**config.mk**
```make
export PLATFORM = sky130hd
export DESIGN_NAME = interface_i_rd
export DESIGN_NICKNAME = d
export VERILOG_FILES = /design/src/rtl/interface_io_pkg.sv /design/src/rtl/btn_event_latch.sv /design/src/rtl/interface_i_rd.sv
export SDC_FILE = /design/constraint.sdc
export NUM_CORES = 1
export LEC_CHECK = 0
export CORE_AREA = 2 2 124 126
export DETAILED_ROUTE_END_ITERATION = 12
export DIE_AREA = 0 0 126 128
export PLACE_DENSITY = 0.72
export SLEW_MARGIN = 10
export SYNTH_ARGS = -nofsm -noshare
export SYNTH_HDL_FRONTEND = slang
export SYNTH_SLANG_ARGS = --single-unit
```
**constraint.sdc**
```tcl
create_clock -name CLK -period 2.4 [get_ports CLK]
set_input_delay 0.36 -clock CLK [delete_from_list [all_inputs] [get_ports CLK]]
set_output_delay 0.36 -clock CLK [all_outputs]
set_load 0.1 [all_outputs]
```
**src/rtl/interface_io_pkg.sv**
```systemverilog
// Shared definitions for the memory-mapped I/O decoders: peripheral
// address map (low 12 bits) and the read-side FSM / source encodings.
package interface_io_pkg;

  localparam logic [11:0] ADDR_MP3_VOL = 12'h804;
  localparam logic [11:0] ADDR_MP3_SW  = 12'h80C;
  localparam logic [11:0] ADDR_SWITCH  = 12'h810;
  localparam logic [11:0] ADDR_BTN     = 12'h814;
  localparam logic [11:0] ADDR_LED     = 12'h818;
  localparam logic [11:0] ADDR_VOL     = 12'h840;
  localparam logic [11:0] ADDR_SD_BUF  = 12'h844;
  localparam logic [11:0] ADDR_SD      = 12'h848;

  typedef enum logic [2:0] {
    ST_IDLE      = 3'd0,
    ST_DMEM_WAIT = 3'd1,
    ST_SD_REQ    = 3'd2,
    ST_SD_WAIT   = 3'd3,
    ST_DONE      = 3'd4
  } rd_state_e;

  // Where a load is served from, as decided by the address decode
  typedef enum logic [1:0] {
    SRC_DMEM     = 2'd0,
    SRC_FAST     = 2'd1,
    SRC_SLOW     = 2'd2,
    SRC_UNMAPPED = 2'd3
  } rd_src_e;

endpackage

```
**src/rtl/btn_event_latch.sv**
```systemverilog
// Per-bit rising-edge detector with sticky event latches. A clear
// request wipes the latches, but an edge arriving in the same cycle
// survives so no button press is ever lost.
module btn_event_latch #(
  parameter int BTN_W = 5
) (
  input  logic             clk,
  input  logic             rst,
  input  logic [BTN_W-1:0] btn,
  input  logic             clr,
  output logic [BTN_W-1:0] lat
);

  logic [BTN_W-1:0] btn_prev;
  logic [BTN_W-1:0] rise;

  assign rise = btn & ~btn_prev;

  // Remember last cycle's button levels for edge detection
  always_ff @(posedge clk) begin
    if (rst) btn_prev <= '0;
    else     btn_prev <= btn;
  end

  // Sticky latch: clear-on-read, with a new edge taking priority
  always_ff @(posedge clk) begin
    if (rst) lat <= '0;
    else     lat <= (clr ? '0 : lat) | rise;
  end

endmodule

```
**src/rtl/interface_i_rd.sv**
```systemverilog
// Read-side memory-mapped decoder. Routes CPU loads to DMEM or to a
// peripheral readback, stalls the CPU until RDATA is registered, and
// talks to the slow SD buffer through a req/ack handshake with timeout.
module interface_i_rd
  import interface_io_pkg::*;
#(
  parameter int          TIMEOUT  = 255,
  parameter logic [31:0] ERR_WORD = 32'hDEAD_BEEF,
  parameter int          BTN_W    = 5
) (
  input  logic             CLK,
  input  logic             RST,
  input  logic [31:0]      ADDR,
  input  logic             RE,
  input  logic [31:0]      DMEM_RDATA,
  output logic             DMEM_RE,
  input  logic [31:0]      MP3_VOL_Q,
  input  logic [31:0]      MP3_SW_Q,
  input  logic [15:0]      SWITCH,
  input  logic [BTN_W-1:0] BTN,
  input  logic [31:0]      LED_Q,
  input  logic [31:0]      VOL_Q,
  input  logic [31:0]      SD_STATUS,
  output logic             SD_BUF_REQ,
  input  logic             SD_BUF_ACK,
  input  logic [31:0]      SD_BUF_DATA,
  output logic [31:0]      RDATA,
  output logic             STALL,
  output logic             RD_ERR
);

  localparam int               CNT_W    = $clog2(TIMEOUT + 1);
  // Counter value in the last SD_WAIT cycle before the abort
  localparam logic [CNT_W-1:0] CNT_LAST = CNT_W'(TIMEOUT - 1);

  rd_state_e        state_q;
  rd_state_e        state_d;
  rd_src_e          src;
  logic [31:0]      src_data;
  logic [BTN_W-1:0] btn_lat;
  logic             btn_clr;
  logic             rdata_ld;
  logic [31:0]      rdata_nxt;
  logic             err_set;
  logic             cnt_clr;
  logic             cnt_inc;
  logic [CNT_W-1:0] cnt_q;
  logic             unused_addr_hi;

  // Only the low 12 address bits take part in the decode
  assign unused_addr_hi = ^ADDR[31:12];

  btn_event_latch #(
    .BTN_W (BTN_W)
  ) u_btn (
    .clk (CLK),
    .rst (RST),
    .btn (BTN),
    .clr (btn_clr),
    .lat (btn_lat)
  );

  // Address decode: pick the source class and the fast readback value
  always_comb begin
    src      = SRC_UNMAPPED;
    src_data = ERR_WORD;
    if (!ADDR[11]) begin
      src = SRC_DMEM;
    end else begin
      case (ADDR[11:0])
        ADDR_MP3_VOL: begin src = SRC_FAST; src_data = MP3_VOL_Q;         end
        ADDR_MP3_SW:  begin src = SRC_FAST; src_data = MP3_SW_Q;          end
        ADDR_SWITCH:  begin src = SRC_FAST; src_data = {16'b0, SWITCH};   end
        ADDR_BTN:     begin src = SRC_FAST; src_data = 32'(btn_lat);      end
        ADDR_LED:     begin src = SRC_FAST; src_data = LED_Q;             end
        ADDR_VOL:     begin src = SRC_FAST; src_data = VOL_Q;             end
        ADDR_SD_BUF:  begin src = SRC_SLOW;                               end
        ADDR_SD:      begin src = SRC_FAST; src_data = SD_STATUS;         end
        default:      begin src = SRC_UNMAPPED; src_data = ERR_WORD;      end
      endcase
    end
  end

  // FSM state register
  always_ff @(posedge CLK) begin
    if (RST) state_q <= ST_IDLE;
    else     state_q <= state_d;
  end

  // FSM next-state logic; an ACK wins over a simultaneous timeout
  always_comb begin
    state_d = state_q;
    case (state_q)
      ST_IDLE: begin
        if (RE) begin
          case (src)
            SRC_DMEM: state_d = ST_DMEM_WAIT;
            SRC_SLOW: state_d = ST_SD_REQ;
            default:  state_d = ST_DONE;
          endcase
        end
      end
      ST_DMEM_WAIT: state_d = ST_DONE;
      ST_SD_REQ:    state_d = SD_BUF_ACK ? ST_DONE : ST_SD_WAIT;
      ST_SD_WAIT: begin
        if (SD_BUF_ACK || (cnt_q == CNT_LAST)) state_d = ST_DONE;
      end
      ST_DONE:      state_d = ST_IDLE;
      default:      state_d = ST_IDLE;
    endcase
  end

  // FSM outputs: CPU hold, strobes and datapath load controls
  always_comb begin
    STALL      = 1'b0;
    DMEM_RE    = 1'b0;
    SD_BUF_REQ = 1'b0;
    rdata_ld   = 1'b0;
    rdata_nxt  = SD_BUF_DATA;
    err_set    = 1'b0;
    cnt_clr    = 1'b0;
    cnt_inc    = 1'b0;
    btn_clr    = 1'b0;
    case (state_q)
      ST_IDLE: begin
        if (RE) begin
          STALL = 1'b1;
          case (src)
            SRC_DMEM: DMEM_RE = 1'b1;
            SRC_FAST: begin
              rdata_ld  = 1'b1;
              rdata_nxt = src_data;
              btn_clr   = (ADDR[11:0] == ADDR_BTN);
            end
            SRC_UNMAPPED: begin
              rdata_ld  = 1'b1;
              rdata_nxt = ERR_WORD;
              err_set   = 1'b1;
            end
            default: ;
          endcase
        end
      end
      ST_DMEM_WAIT: begin
        STALL     = 1'b1;
        rdata_ld  = 1'b1;
        rdata_nxt = DMEM_RDATA;
      end
      ST_SD_REQ: begin
        STALL      = 1'b1;
        SD_BUF_REQ = 1'b1;
        cnt_clr    = 1'b1;
        rdata_ld   = SD_BUF_ACK;
        rdata_nxt  = SD_BUF_DATA;
      end
      ST_SD_WAIT: begin
        STALL = 1'b1;
        if (SD_BUF_ACK) begin
          rdata_ld  = 1'b1;
          rdata_nxt = SD_BUF_DATA;
        end else if (cnt_q == CNT_LAST) begin
          rdata_ld  = 1'b1;
          rdata_nxt = ERR_WORD;
          err_set   = 1'b1;
        end else begin
          cnt_inc = 1'b1;
        end
      end
      default: ;
    endcase
  end

  // Read data register, sticky error flag and SD timeout counter
  always_ff @(posedge CLK) begin
    if (RST) begin
      RDATA  <= '0;
      RD_ERR <= 1'b0;
      cnt_q  <= '0;
    end else begin
      if (rdata_ld) RDATA  <= rdata_nxt;
      if (err_set)  RD_ERR <= 1'b1;
      if (cnt_clr)      cnt_q <= '0;
      else if (cnt_inc) cnt_q <= cnt_q + CNT_W'(1);
    end
  end

endmodule

```
Yosys cells after proc, flatten, opt, wreduce, memory -nomap -nowiden
Index checks and enable logic that the tools add are counted.
Widths: inputs -> output; s select.
{ "op_classes": {"n_addsub": 1, "n_reduce_logical": 8, "bitwise_logic": 3, "eq_ne": 17, "n_mux": 36} }
{ "op_table": {"columns": ["op", "count"], "rows": [
  ["$pmux 32 s7", 1],
  ["$mux 32", 4],
  ["$eq 12x12->1 const B", 8],
  ["$pmux 32 s3", 1],
  ["$pmux 32 s2", 1],
  ["$mux 1", 18],
  ["$pmux 3 s4", 1],
  ["$mux 3", 3],
  ["$add 8x1->8 const B", 1],
  ["$eq 8x8->1 const B", 1],
  ["$reduce_or 7->1", 1],
  ["$eq 3x2->1 const B", 2],
  ["$pmux 3 s2", 1],
  ["$and 5x5->5", 1],
  ["$mux 5", 1],
  ["$not 5->5", 1],
  ["$or 5x5->5", 1],
  ["$eq 2x2->1 const B", 2],
  ["$ne 2x2->1 const B", 2],
  ["$pmux 1 s2", 2],
  ["$pmux 1 s4", 1],
  ["$pmux 2 s2", 1],
  ["$reduce_or 2->1", 2],
  ["$eq 3x1->1 const B", 1],
  ["7 further kinds", 7]
]} }
{ "totals": {"reg_bits": 54, "input_bits": 281, "wordCells": 71} }

Logic depth before layout (Yosys ltp)
Gate-level depths: netlist (run 1).
{ "logic_depth": {"ltp_word": 10, "mapped_depth": 10, "ltp_nobuf": 8} }

Modules after synthesis
From an unflattened synthesis (run 1), not the netlist that was laid out.
{ "hier_totals": {"cells_unflattened": 625, "hier_area_um2": 4837.1} }
{ "by_module_without_submodules": {"columns": ["mod", "cells_each", "area_per_inst_um2", "seq_area_each_um2", "instances"], "rows": [
  ["interface_i_rd", 594, 4509.3, 880.8, 1],
  ["btn_event_latch", 31, 327.8, 200.2, 1]
]} }

Worst setup path before layout (run 1)
Ideal clock, no wire load.
{ "synth_timing": {"path_kind": "register -> register", "from": "register state_q[0]", "to": "register cnt_q[1]", "slack_ns": -0.249, "path_buffers": 2, "path_stages_with_launch": 7, "period_less_slack_ns": 2.649, "setup_time_ns": 0.141, "arrival_time_ns": 2.508, "required_time_ns": 2.259, "path_cell_list": "dfxtp_1 clkbuf_1 nand2b_1 nor2_1 or2_2 clkbuf_1 a211oi_1"} }
{ "synth_between": {"elab_chain_len": 3, "elab_cells_between_ends": 5} }
{ "synth_lines": {"columns": ["item", "line_no", "text"], "rows": [
  ["start, declared", "interface_i_rd.sv:36", "rd_state_e state_q;"],
  ["start signal, assigned", "interface_i_rd.sv:87", "else state_q <= state_d;"],
  ["$eq 3x2->1", null, null],
  ["$mux 1", null, null],
  ["named net SD_BUF_REQ", "interface_i_rd.sv:24", "output logic SD_BUF_REQ,"],
  ["$reduce_or 2->1 (no source line)", null, null],
  ["end signal, assigned", "interface_i_rd.sv:183", "else if (cnt_inc) cnt_q <= cnt_q + CNT_W'(1);"],
  ["end, declared", "interface_i_rd.sv:47", "logic [CNT_W-1:0] cnt_q;"]
]} }
The timed path passes the listed nets, and every way through them passes these cells.
A chain may end at the register's enable or synchronous reset.

Worst setup path in the final report (run 1)
{ "layout_timing": {"from": "input port ADDR[5]", "to": "register RDATA[25]"} }
{ "layout_between": {"elab_chain_len": 9, "elab_cells_between_ends": 22} }
{ "layout_lines": {"columns": ["item", "line_no", "text"], "rows": [
  ["start, declared", "interface_i_rd.sv:13", "input logic [31:0] ADDR,"],
  ["$eq 12x12->1", "interface_i_rd.sv:70", "case (ADDR[11:0])"],
  ["$reduce_or 7->1 (no source line)", null, null],
  ["$pmux 2 s2", "interface_i_rd.sv:70", null],
  ["$mux 2", "interface_i_rd.sv:67", "if (!ADDR[11]) begin"],
  ["$eq 2x2->1 or $eq 2x1->1 (tied branches)", "interface_i_rd.sv:128", "case (src)"],
  ["$reduce_or 2->1 (no source line)", null, null],
  ["$mux 1", "interface_i_rd.sv:128", null],
  ["$mux 1", "interface_i_rd.sv:126", "if (RE) begin"],
  ["$pmux 1 s4", "interface_i_rd.sv:124", "case (state_q)"],
  ["end signal, assigned", "interface_i_rd.sv:180", "if (rdata_ld) RDATA <= rdata_nxt;"],
  ["end, declared", "interface_i_rd.sv:27", "output logic [31:0] RDATA,"]
]} }
Several ways; a longest one is shown, not always the timed one.

==> results.rst, run 1 <==
.. list-table::
   :header-rows: 1

   * - Metric
     - Value
   * - Number of flip-flops and latches in the synthesized netlist
     - 54
   * - Area after detailed placement
     - 0.00778 mm²
   * - Buffers and inverters on the worst path
     - 3
   * - Number of antenna violations at the first check in global routing
     - 0
   * - Part of the power in the clock network
     - between 20% and 30%
   * - Multi-input gate area
     - 0.00301 mm²
   * - DRC violation total after the first TritonRoute iteration
     - approximately 460
   * - Result of the run
     - completed
   * - Simple-gate share of the synthesized area
     - 18.6%
   * - Part of the cycle the worst path needs
     - 96.4%
   * - Master of the slowest instance on the critical path
     - sky130_fd_sc_hd__or4b_4
   * - Area share of the leading cell type in the synthesized netlist
     - 25.4%
   * - Hold-fix buffers at CTS
     - 0
   * - Maximum number of pins on one net before global-route repair
     - 36
   * - Clock transition at the registers of the reported paths
     - approximately 0.080 ns
   * - Worst-case clock skew
     - 0.00557 ns
   * - Nets@finish
     - 1,158
   * - Post-Synth XOR/XNOR Area
     - 1.44%
   * - Max FO, Critical Path
     - 9
   * - Per-cell via count in the routed design
     - ~5.6
   * - Overall routed net length
     - around 23 mm
   * - Yosys warns
     - 0
   * - Most frequent cell after synthesis
     - sky130_fd_sc_hd__a21oi_1
   * - Via count of the first global-routing pass
     - 5,498
   * - Area of the core
     - about 0.015 mm²
   * - Timing-limited maximum frequency
     - 432 MHz
   * - Total clock buffers created by CTS
     - 5
   * - HPWL reported at the end of detailed placement
     - 17.9 mm
   * - Register-to-Register Setup Slack
     - 0.17 ns
   * - Combinational share of power
     - 47.5%
   * - Post-synthesis area per instance
     - between 7 and 8 µm²
   * - Clock sink count
     - 54
   * - Number of failing hold endpoints at the final stage
     - 0
   * - Port bufs
     - 296
   * - Final number of setup-violating endpoints
     - 0
   * - Mux cell area share after synthesis
     - 7.54%
   * - Global-route wire length before repair
     - 32.4 mm
   * - Delay-heaviest family, CP
     - simple AND/OR/NAND/NOR gates
   * - Post-synth EDFFs
     - 0
   * - Critical Path Max Stage Delay
     - between 0.5 and 0.6 ns
   * - Fraction of layout cells with a size suffix above 1
     - 17.6%
   * - Routed wire length per instance
     - 21.6 µm
   * - H-tree depth reported by CTS
     - 2
   * - I/O pin count
     - between 300 and 400
   * - PwrDens
     - 416 mW/mm²
   * - Die width
     - 126 µm
   * - Final weighted congestion in routability-driven placement
     - 0.889
   * - Final routed DRC violation total
     - 0
   * - Leading post-synthesis cells by cell area
     - sky130_fd_sc_hd__dfxtp_1, sky130_fd_sc_hd__a221oi_1, sky130_fd_sc_hd__mux2i_1
   * - Normalized max-slew margin
     - 61.7%
   * - Async set or reset register ratio after synthesis
     - 0%
   * - Kind of path behind the tightest hold check
     - reg2reg
   * - Gate count of the mapped netlist
     - 550
   * - Clock tree from TritonCTS
     - yes
   * - Dominant combinational cell family by area after synthesis
     - compound AO/OA/AOI/OAI gates
   * - Die Height
     - 128 µm
   * - Relative contribution of sequential cells to total power
     - 30.0%
   * - Total power after layout
     - 3410 µW
   * - Crit. End Element
     - flop
   * - Setup Crit Path Kind
     - in2reg
   * - Cell internal pwr
     - 2120 µW
   * - Cell row count
     - 45
   * - Final instance area
     - 0.00819 mm²
   * - Maximum clock insertion buffer count
     - 2
   * - Final total negative setup slack
     - 0 ns
   * - Critical-path cell list
     - clkdlybuf4s50_1, or4b_4, nor4_4, a2bb2oi_4, buf_12, clkbuf_16, nor2_1, a21oi_1, o22ai_1
   * - Endpoint required time on the critical path
     - 2.58 ns
   * - GRT overflow
     - 0
   * - Number of violations of the max-capacitance limit
     - 0
   * - Share of the synthesized area in compound gates (AO/OA/AOI/OAI)
     - 39.8%
   * - Switching share of total power
     - 37.7%
   * - Transition time of the tightest slew-check pin
     - 0.559 ns
   * - Number of diodes added for antenna fixing
     - 0
   * - Initial Utilization
     - 28.6%
   * - Area share of fa/ha/maj cells after synthesis
     - less than 1%
   * - Most frequently used flop master after synthesis
     - sky130_fd_sc_hd__dfxtp_1
   * - Clock tree root buffer cell
     - sky130_fd_sc_hd__clkbuf_16
   * - Area leader, netlist
     - sky130_fd_sc_hd__dfxtp_1
   * - Leakage power of the design
     - 0.00323 µW
   * - Synthesized cell area
     - between 0.004 and 0.005 mm²
   * - Switching power total
     - 1280 µW
   * - Global Route Usage Sum
     - 25.9%
   * - Max IR drop VDD
     - 0.289 mV
   * - Worst EP arrival
     - between 2 and 2.5 ns
   * - Sequential cell area fraction in the yosys report
     - about 25%
   * - Area growth from synthesis to layout
     - 92.7%
   * - Number of nets produced by synthesis
     - 833
   * - Time the final worst path needs with I/O delays and setup
     - about 2.3 ns
   * - Unique cell type count in the Yosys netlist
     - 58
   * - Routed via count
     - 5,915
   * - Number of routed nets with antenna violations
     - 0
   * - Critical path startpoint category
     - primary input
   * - Synth cell count leaders
     - sky130_fd_sc_hd__a21oi_1, sky130_fd_sc_hd__nor2_1, sky130_fd_sc_hd__dfxtp_1, sky130_fd_sc_hd__a221oi_1, sky130_fd_sc_hd__clkbuf_1
   * - Number of detailed-routing iterations run before antenna repair
     - 7
   * - Max-slew violation total from the final report
     - 0
   * - Filler cell count in the final layout
     - 1,412
   * - Die footprint
     - approximately 0.016 mm²
   * - Skew-Pair Late Insertion Delay
     - approximately 0.29 ns
   * - Sequential cell area in the final layout
     - 0.00108 mm²
-- layer usage --
layer | vias to the layer above | GRT usage (%) | wire length [µm]
li1 | 2823 | - | -
met5 | - | 0 | 0
met4 | 0 | 6.72 | 564
met1 | 2740 | 35.1 | 9910
met3 | 46 | 5.68 | 2020
met2 | 306 | 41.7 | 10500
-- power by group through the flow --
stage	Combinational (µW)	Sequential, µW	Clock, µW
final	1620	1020	767
after global routing	1690	1030	823
after CTS	1530	1020	787
after detailed placement	1520	1040	0
after global placement	1520	1030	0
after floorplan	387	1450	0
-- worst reg2reg max path, cell delays in order, from the launching register on --
cell and delay [ns]:
sky130_fd_sc_hd__dfxtp_1 0.39, sky130_fd_sc_hd__nor3_2 0.27, sky130_fd_sc_hd__nand3_1 0.28, sky130_fd_sc_hd__a2bb2oi_4 0.25
sky130_fd_sc_hd__buf_12 0.17, sky130_fd_sc_hd__buf_12 0.13, sky130_fd_sc_hd__a2111oi_0 0.45, sky130_fd_sc_hd__o32ai_1 0.15
-- kinds of logic after synthesis --
| group | count (synthesis) |
|---|---|
| compound gates | 235 |
| xor+xnor | 7 |
| fa+ha+maj | 2 |
| buf+inv | 63 |
| flops | 54 |
| mux | 32 |
| simple gates | 157 |
-- metrics by stage --
step | setup slack [ns] | utilization (%) | cells | hold WS (ns)
after floorplan | 0.116 | - | 550 | 0.438
after global placement | -0.416 | 52.4 | 1049 | 0.451
after detailed placement | -0.409 | 52.4 | 1049 | 0.461
after CTS | 0.0207 | 53.5 | 1057 | 0.477
after global routing | -0.0234 | 55.1 | 1064 | 0.491
final | 0.0860 | 55.1 | 1064 | 0.476
-- flip-flops by register name (all words and copies together), names as in the netlist --
register        count
u_btn.btn_prev      5
RDATA              32
RD_ERR              1
cnt_q               8
u_btn.lat           5
state_q             3
-- what timing repair did --
item,4_1_cts,5_1_grt
pin swaps,0,14
endpoints found under the setup margin,3,30
resized for setup,4,24
cloned,0,5
buffers inserted,0,2
-- worst paths after layout --
kind / start / endpoint / cells after the start
hold reg to reg: u_btn.btn_prev[4] / u_btn.lat[4] / 2
hold / removal: u_btn.btn_prev[4] / u_btn.lat[4] / 2
setup reg to reg: state_q[1] / RDATA[1] / 7
setup / recovery: ADDR[5] / RDATA[25] / 9
-- layout by cell type (no fill, tap or decap), types with 14 or more instances in the layout --
cell	instances
sky130_fd_sc_hd__a21oi_1	58
sky130_fd_sc_hd__a221oi_1	37
sky130_fd_sc_hd__a22o_1	14
sky130_fd_sc_hd__a22oi_1	18
sky130_fd_sc_hd__buf_4	98
sky130_fd_sc_hd__clkdlybuf4s50_1	255
sky130_fd_sc_hd__dfxtp_1	54
sky130_fd_sc_hd__mux2i_1	32
sky130_fd_sc_hd__nand2_1	30
sky130_fd_sc_hd__nor2_1	52
sky130_fd_sc_hd__o22ai_1	26
-- layout make-up --
class,count,area share (%)
inverters,8,0.367
well taps,188,2.87
clock buffers,6,1.70
clock inverters,2,0.199
flip-flops and latches,54,13.2
repair buffers,373,44.9
multi-input cells,433,36.8
Note: power is estimated with default switching activity, not from simulation.
==> run 2, diff against run 1 <==
--- a/config.mk
+++ b/config.mk
@@ -5,6 +5,7 @@
 export SDC_FILE = /design/constraint.sdc
 export NUM_CORES = 1
 export LEC_CHECK = 0
+export ABC_CLOCK_PERIOD_IN_PS = 2400
 export CORE_AREA = 2 2 124 126
 export DETAILED_ROUTE_END_ITERATION = 12
 export DIE_AREA = 0 0 126 128
==> results of run 2 <==
The final DEF is identical to that of run 1; final timing and power are the same.
